File: config.mk
export PLATFORM = sky130hd
export DESIGN_NAME = sram_dp_clr
export DESIGN_NICKNAME = d
export VERILOG_FILES = /design/src/rtl/sram_dp_clr.sv
export SDC_FILE = /design/constraint.sdc
export NUM_CORES = 2
export LEC_CHECK = 0
export BUFFER_PORTS_ARGS = -buffer_cell sky130_fd_sc_hd__clkbuf_2
export CORE_ASPECT_RATIO = 1.2
export CORE_MARGIN = 2
export CORE_UTILIZATION = 49
export CTS_CLUSTER_SIZE = 24
export DETAILED_ROUTE_END_ITERATION = 6
export GPL_ROUTABILITY_DRIVEN = 0
export PLACE_DENSITY_LB_ADDON = 0.2
export REMOVE_ABC_BUFFERS = 1
export SLEW_MARGIN = 0
export SYNTH_ARGS = -nofsm -noshare
export SYNTH_HDL_FRONTEND = slang
export SYNTH_SLANG_ARGS = --single-unit
File: constraint.sdc
create_clock -name clk -period 5.5 [get_ports clk]
set_input_delay 0.275 -clock clk [delete_from_list [all_inputs] [get_ports clk]]
set_output_delay 0.275 -clock clk [all_outputs]
set_load 0.02 [all_outputs]
File: src/rtl/sram_dp_clr.sv
// -----------------------------------------------------------------------------
// sram_dp_clr
// Simple dual-port SRAM (one write port, one read port) with an automatic
// clear sequence. After reset the block walks every location and writes
// INIT_VALUE, holding busy high. Once the walk completes, normal port
// accesses are accepted.
//
// Parameters
//   DATA_WIDTH  word width in bits
//   ADDR_WIDTH  address width in bits
//   DEPTH       number of words (1 .. 2^ADDR_WIDTH)
//   BYPASS      1: same-address read returns new write data, 0: old data
//   INIT_VALUE  word written to every location by the clear sequence
//
// Ports
//   clk        rising-edge clock
//   rst        asynchronous active-high reset
//   wr         write strobe
//   wrAddr     write address
//   dataIn     write data
//   rd         read strobe
//   rdAddr     read address
//   dataOut    registered read data (held when no read)
//   dataValid  one-cycle pulse when dataOut was loaded by a read
//   busy       clear sequence in progress; wr/rd ignored
// -----------------------------------------------------------------------------
module sram_dp_clr #(
    parameter int                    DATA_WIDTH = 8,
    parameter int                    ADDR_WIDTH = 8,
    parameter int                    DEPTH      = 256,
    parameter int                    BYPASS     = 1,
    parameter logic [DATA_WIDTH-1:0] INIT_VALUE = {DATA_WIDTH{1'b0}}
) (
    input  logic                  clk,
    input  logic                  rst,
    input  logic                  wr,
    input  logic [ADDR_WIDTH-1:0] wrAddr,
    input  logic [DATA_WIDTH-1:0] dataIn,
    input  logic                  rd,
    input  logic [ADDR_WIDTH-1:0] rdAddr,
    output logic [DATA_WIDTH-1:0] dataOut,
    output logic                  dataValid,
    output logic                  busy
);

    // One extra bit so DEPTH == 2^ADDR_WIDTH is representable.
    localparam logic [ADDR_WIDTH:0]   DEPTH_W   = (ADDR_WIDTH+1)'(DEPTH);
    localparam logic [ADDR_WIDTH-1:0] LAST_ADDR = ADDR_WIDTH'(DEPTH - 1);

    typedef enum logic {
        CLEAR = 1'b0,
        READY = 1'b1
    } state_t;

    // True when an address maps onto a real storage location.
    function automatic logic addr_in_range(input logic [ADDR_WIDTH-1:0] a);
        return ({1'b0, a} < DEPTH_W);
    endfunction

    logic [DATA_WIDTH-1:0] r_mem [DEPTH];

    state_t                r_state;
    logic [ADDR_WIDTH-1:0] r_cnt;
    logic [DATA_WIDTH-1:0] r_dataOut;
    logic                  r_dataValid;
    logic                  r_busy;

    logic                  w_we;
    logic [ADDR_WIDTH-1:0] w_waddr;
    logic [DATA_WIDTH-1:0] w_wdata;
    logic [DATA_WIDTH-1:0] w_rdata;

    // Write-port mux: the clear walker owns the array while clearing,
    // otherwise in-range port writes go through; out-of-range ones are dropped.
    always_comb begin
        w_we    = 1'b0;
        w_waddr = {ADDR_WIDTH{1'b0}};
        w_wdata = {DATA_WIDTH{1'b0}};
        if (r_state == CLEAR) begin
            w_we    = 1'b1;
            w_waddr = r_cnt;
            w_wdata = INIT_VALUE;
        end else if (wr && addr_in_range(wrAddr)) begin
            w_we    = 1'b1;
            w_waddr = wrAddr;
            w_wdata = dataIn;
        end else begin
            w_we    = 1'b0;
        end
    end

    // Read-data selection: out-of-range reads return zero; a same-address
    // collision forwards dataIn only when BYPASS is enabled, otherwise the
    // array's pre-write word is returned.
    always_comb begin
        w_rdata = {DATA_WIDTH{1'b0}};
        if (!addr_in_range(rdAddr)) begin
            w_rdata = {DATA_WIDTH{1'b0}};
        end else if ((BYPASS != 0) && wr && (wrAddr == rdAddr)) begin
            w_rdata = dataIn;
        end else begin
            w_rdata = r_mem[rdAddr];
        end
    end

    // Storage array; intentionally not reset so it maps onto RAM macros.
    // Contents are made defined by the clear walk instead.
    always_ff @(posedge clk) begin
        if (w_we) begin
            r_mem[w_waddr] <= w_wdata;
        end
    end

    // Control FSM with registered outputs: clear walk, then port service.
    always_ff @(posedge clk or posedge rst) begin
        if (rst) begin
            r_state     <= CLEAR;
            r_cnt       <= {ADDR_WIDTH{1'b0}};
            r_dataOut   <= {DATA_WIDTH{1'b0}};
            r_dataValid <= 1'b0;
            r_busy      <= 1'b1;
        end else begin
            case (r_state)
                CLEAR: begin
                    r_dataValid <= 1'b0;
                    if (r_cnt == LAST_ADDR) begin
                        r_state <= READY;
                        r_busy  <= 1'b0;
                        r_cnt   <= {ADDR_WIDTH{1'b0}};
                    end else begin
                        r_busy  <= 1'b1;
                        r_cnt   <= r_cnt + ADDR_WIDTH'(1);
                    end
                end
                READY: begin
                    r_busy <= 1'b0;
                    if (rd) begin
                        r_dataOut   <= w_rdata;
                        r_dataValid <= 1'b1;
                    end else begin
                        r_dataValid <= 1'b0;
                    end
                end
                default: begin
                    r_state     <= CLEAR;
                    r_cnt       <= {ADDR_WIDTH{1'b0}};
                    r_dataValid <= 1'b0;
                    r_busy      <= 1'b1;
                end
            endcase
        end
    end

    assign dataOut   = r_dataOut;
    assign dataValid = r_dataValid;
    assign busy      = r_busy;

endmodule

---- After elaboration in Yosys (flattened, before gate mapping) ----
Memories as Yosys holds them, arrays and structs flattened. A register that Yosys moved wholly into a read port is not among the register bits.
Cells that the tools add are included.
operators by class
  equality and inequality tests ........... 1
  bitwise operators ....................... 1
  add/subtract/negate cells ............... 1
  muxes and demuxes ....................... 15
  reduce and logical (&&, ||, !) cells .... 1
operator list
  kind                                                           number
  8-bit 2-to-1 mux                                               5
  8-bit by 1-bit adder with 8-bit output, second input constant  1
  8-bit == test, second input constant                           1
  1-bit 2-to-1 mux                                               8
  1-bit one-hot mux with 2 select lines                          2
  2-bit AND reduction                                            1
  1-bit NOT                                                      1
storage, ports and cells
  memories kept ........................... 1
  logic and storage cells ................. 24
  bits in writable memories ............... 2048
  input port bits ......................... 28
  flip-flop bits (word level) ............. 11
  output and inout port bits .............. 10
memory list
  name   depth  width  read ports  clocked after Yosys merged registers in  write ports  RTL line  source
  r_mem  256    8      1           1                                        1            60        logic [DATA_WIDTH-1:0] r_mem [DEPTH];

---- Logic depth before layout (Yosys ltp) ----
  depth after elaboration ................. 4
  depth in mapped cells ................... 14

---- Least setup slack after synthesis ----
OpenSTA, ideal clock, no wires.
  kind .................................... reg-to-reg
  from .................................... reg r_state
  to ...................................... mem r_mem[0][3], data pin
  setup slack ............................. 0.121 ns
  clock period less this slack ............ 5.379 ns
  setup time .............................. 0.875 ns
  stages on the path, launching flop included .. 5
  arrival time ............................ 4.504 ns
  buffers on the path ..................... 3
  cell sequence ........................... dfrtp_1 -> buf_2 -> buf_1 -> buf_1 -> and3_1
on the way
  cells in the longest elaborated chain, start to end .. 1
RTL lines
  what                      RTL line  source
  start: declaration        62        state_t r_state;
  start signal: assignment  117       r_state <= CLEAR;
  start signal: assignment  127       r_state <= READY;
  start signal: assignment  145       r_state <= CLEAR;
  8-bit 2-to-1 mux          79        if (r_state == CLEAR) begin
  named net w_wdata[3]      70        logic [DATA_WIDTH-1:0] w_wdata;
  end: declaration          60
The timed path passes the listed nets, and every way through them passes these cells.

---- Worst setup path in the final report ----
  from .................................... reg r_state
  to ...................................... mem r_mem[37][3], enable pin
on the way
  cells in the longest elaborated chain, start to end .. 3
  elaborated cells between the ends (all ways) .. 4
  classes of those cells .................. mux (4)
RTL lines
  what                                    RTL line  source
  1-bit 2-to-1 mux                        79
  1-bit 2-to-1 mux                        109       if (w_we) begin
  1-bit 2-to-1 mux (implied by the code)  110       r_mem[w_waddr] <= w_wdata;
Parallel ways exist; a longest one is shown, timed or not.

==> flow_summary.json <==
{
  "nets": 4048,
  "clock-sinks": 2067,
  "grt_pass1_wl_um": 311000,
  "rr_startpoint": "r_state$_DFF_PP0_",
  "netSwitchingFraction_pct": 20.5,
  "avgSynthCellArea_um2": 20.7,
  "finClkSkew_ns": 0.0299,
  "drv_cap": 0,
  "drive_gt1_share_pct": 21.2,
  "io_pins": 38,
  "crit_chain": "buf_4 > nand2b_1 > and2_1 > nor2b_1 > nand2_1 > nor2_1",
  "cts_buffers": 192,
  "multi_input_area_mm2": 0.0175,
  "ctsHtreeMaxLevel": 4,
  "p_switching_mw": 6.34,
  "ys_seq_area_share_pct": 76.6,
  "fp.coreArea_mm2": 0.164,
  "dieArea_mm2": 0.168,
  "endpoint": "r_mem[37][3]$_DFFE_PP_",
  "ir_drop_uv": 291,
  "power.density_mw_per_mm2": 345,
  "drc": 41,
  "clock-root-buffer": "clkbuf_16",
  "max_slew_margin_pct": 13.6,
  "fillers": 12200,
  "die_width_um": 375,
  "max_stage_delay_ns": 1.18,
  "p_int_mw": 24.6,
  "avgRoutedWirePerCell_um": 35.0,
  "die_h_um": 449,
  "insertion_delay_ns": 0.85,
  "cp.arrival_ns": 4.38,
  "synth_cell_type_count": 62,
  "cp-end-kind": "flip-flop",
  "grt_usage_pct": 26.3,
  "fin_area_mm2": 0.0896,
  "cts_setup_buffers": 0,
  "start_util_pct": 49.3,
  "dpl_cell_area_mm2": 0.0835,
  "rows": 163,
  "critPathLaunchType": "flip-flop",
  "cts_tree": "yes",
  "cts_resized": 0,
  "rsz0062_at_grt": "false",
  "clkTransAtPathRegs_ns": 0.07,
  "vias": 40900,
  "worst_pin_slew_ns": 1.29,
  "synth.ff_latch_count": 2067,
  "power_leakage_nw": 22.8,
  "critPathBufInv": 1,
  "async_flop_share_pct": 0.919,
  "io_buffers": 37,
  "fin_crit_ns": 3.95,
  "yosysWarnings": 0,
  "areaGrowthSynthToFinish_pct": 10.7,
  "rr_worst_depth": 6,
  "drt_iter0_drc": 5399,
  "syn-cell-area_mm2": 0.0809,
  "violations": "DRC",
  "first_pass_iters": 7,
  "crit_fanout": 35,
  "finalPower_mw": 30.9,
  "hp-class": "input port to flip-flop",
  "syn_inst": 3914,
  "antenna_found_initial": 18,
  "drv_slew": 0,
  "crit_cells": 6,
  "cp_top_family": "simple AND/OR/NAND/NOR gates",
  "crit_slowest_cell": "nor2_1",
  "startpoint": "r_state$_DFF_PP0_",
  "grt-ovfl-total": 0,
  "drt_wl_total_um": 221000,
  "r2r_end": "r_mem[37][3]$_DFFE_PP_",
  "fmax_ghz": 0.253,
  "post_drt_via_cell_ratio": 6.47,
  "seq_power_share_pct": 55.2,
  "cp.required_ns": 5.93,
  "antenna_left": 0,
  "finalCritPeriodShare_pct": 71.8,
  "r2r_slack_ns": 1.55,
  "grt_max_degree": 192,
  "grt_pass1_vias": 40400,
  "setup_viol": 0,
  "seqCellArea_mm2": 0.0620,
  "status": "complete, but fails checks",
  "cts_buffer_depth": 3,
  "finalHoldViolations": 0,
  "fin_tns_setup_ns": 0,
  "p_clk_share_pct": 42.1,
  "power.share.combinational_pct": 2.8,
  "dp_hpwl_um": 136000,
  "crit_type": "flip-flop to flip-flop",
  "synth_ff_type": "edfxtp_1",
  "synth_edf_count": 2048
}
worst min path at each step:
stage,from,to,slack (ns),cells after the start
4_1_cts,dataIn[0],dataOut[0]$_DFFE_PP0P_,0.005,5
3_3_place_gp,r_cnt[4]$_DFFE_PP0N_,r_cnt[4]$_DFFE_PP0N_,0.52,1
5_1_grt,rdAddr[7],dataOut[4]$_DFFE_PP0P_,0.06,3
3_5_place_dp,rst,dataValid$_DFF_PP0_,0.53,2
2_1_floorplan,rst,dataOut[0]$_DFFE_PP0P_,0.23,1
6_report,dataIn[0],dataOut[0]$_DFFE_PP0P_,0.07,5
synth_stat cells (6+ instances only):
cell      instances  area share [%]
clkbuf_1         90            0.42
and3_1           12           0.093
nor2b_1          33            0.26
a221oi_1         22            0.24
a211oi_1         26            0.24
nand3b_1          6           0.056
o221ai_1         11            0.12
or3_1             9           0.070
mux2_2           18            0.25
nand2_1          94            0.44
o21ai_0          51            0.32
dfrtp_1          18            0.56
a22o_1           10            0.11
mux4_2          431              12
nor2_1          298             1.4
buf_8             9            0.17
nand2b_1         17            0.13
nand3_1          38            0.23
buf_4            30            0.28
buf_6            33            0.46
o22ai_1          23            0.18
a31oi_1          24            0.19
nor3_1           20            0.12
buf_2            58            0.36
edfxtp_1       2048              76
nor4_1           13            0.10
mux4_1           22            0.71
o31ai_1          11            0.10
mux2i_1         188             2.3
a21oi_1          73            0.45
buf_1             6           0.028
inv_1            11           0.051
a22oi_1         102            0.95
power groups by stage:
stage / combinational, mW / clock [mW] / sequential (mW)
after floorplan: 0.302 / 0 / 17.4
after global placement: 0.845 / 0 / 17.4
after detailed placement: 0.843 / 0 / 17.4
after CTS: 0.846 / 13.1 / 17.0
after global routing: 0.875 / 13.7 / 17.0
final: 0.854 / 13.0 / 17.0
worst min-delay path, stage by stage:
cell and delay [ns]:
clkbuf_2 0.16, nand2_1 0.20, o21ai_0 0.10, o21ai_0 0.07, o31ai_1 0.06
timing repair:
item	CTS	global route
hold buffers	3	0
endpoints found under the hold margin	20	0
endpoints found under the setup margin	0	0
metal layers:
| metal | routed length [µm] | share of wire (%) | vias to the layer above | global-route usage, % |
|---|---|---|---|---|
| met5 | 145 | 0.065 | - | 0 |
| met4 | 9920 | 4.5 | 22 | 11.1 |
| met3 | 21300 | 9.6 | 469 | 5.99 |
| met2 | 104000 | 47 | 2170 | 40.8 |
| met1 | 85900 | 39 | 21800 | 36.3 |
| li1 | - | - | 16500 | - |
placed cells by master (no fill, tap or decap), drive strengths merged, types with 20 or more instances in the layout:
master	n
clkbuf	272
nor2	298
buf	104
a22oi	102
o21ai	52
nor3	20
a31oi	24
a21oi	73
edfxtp	2048
nor2b	33
mux2i	188
a221oi	22
nand2	94
a211oi	26
o22ai	23
clkinv	84
nand3	38
mux4	453
cell type report:
class                      count  share of cell area (%)
sequential                  2067                    69.1
antenna                        7                  0.0195
clock buffer                 239                    5.70
inverter                      13                   0.105
clock inverter               106                    1.06
tap                         2145                    2.99
timing repair buffer         140                    1.39
multi-input combinational   1605                    19.6
per-stage QoR:
stage / util (%) / hold slack, ns / worst slack (ns) / std cells
3_3_place_gp: 50.9 / 0.523 / 1.31 / 5967
5_1_grt: 54.6 / 0.0599 / 1.55 / 6316
4_1_cts: 54.6 / 0.00458 / 1.64 / 6315
2_1_floorplan: - / 0.225 / 0.428 / 3685
6_report: 54.6 / 0.0662 / 1.55 / 6322
3_5_place_dp: 50.9 / 0.532 / 1.40 / 5967
flip-flops by register name, indices dropped and copies added (netlist names):
signal and cells:
dataValid 1, dataOut 8, busy 1, r_state 1, r_mem 2048, r_cnt 8
cells by family after synthesis:
| logic type | synth area share, % |
|---|---|
| flip-flops | 76.6 |
| multiplexers | 15.3 |
| AND/OR/NAND/NOR | 3.07 |
| AO/OA/AOI/OAI | 3.15 |
| buffers and inverters | 1.84 |
| XOR/XNOR | 0.0649 |
| adder cells (fa/ha/maj) | 0.0155 |
(Power assumes the default switching activity.)
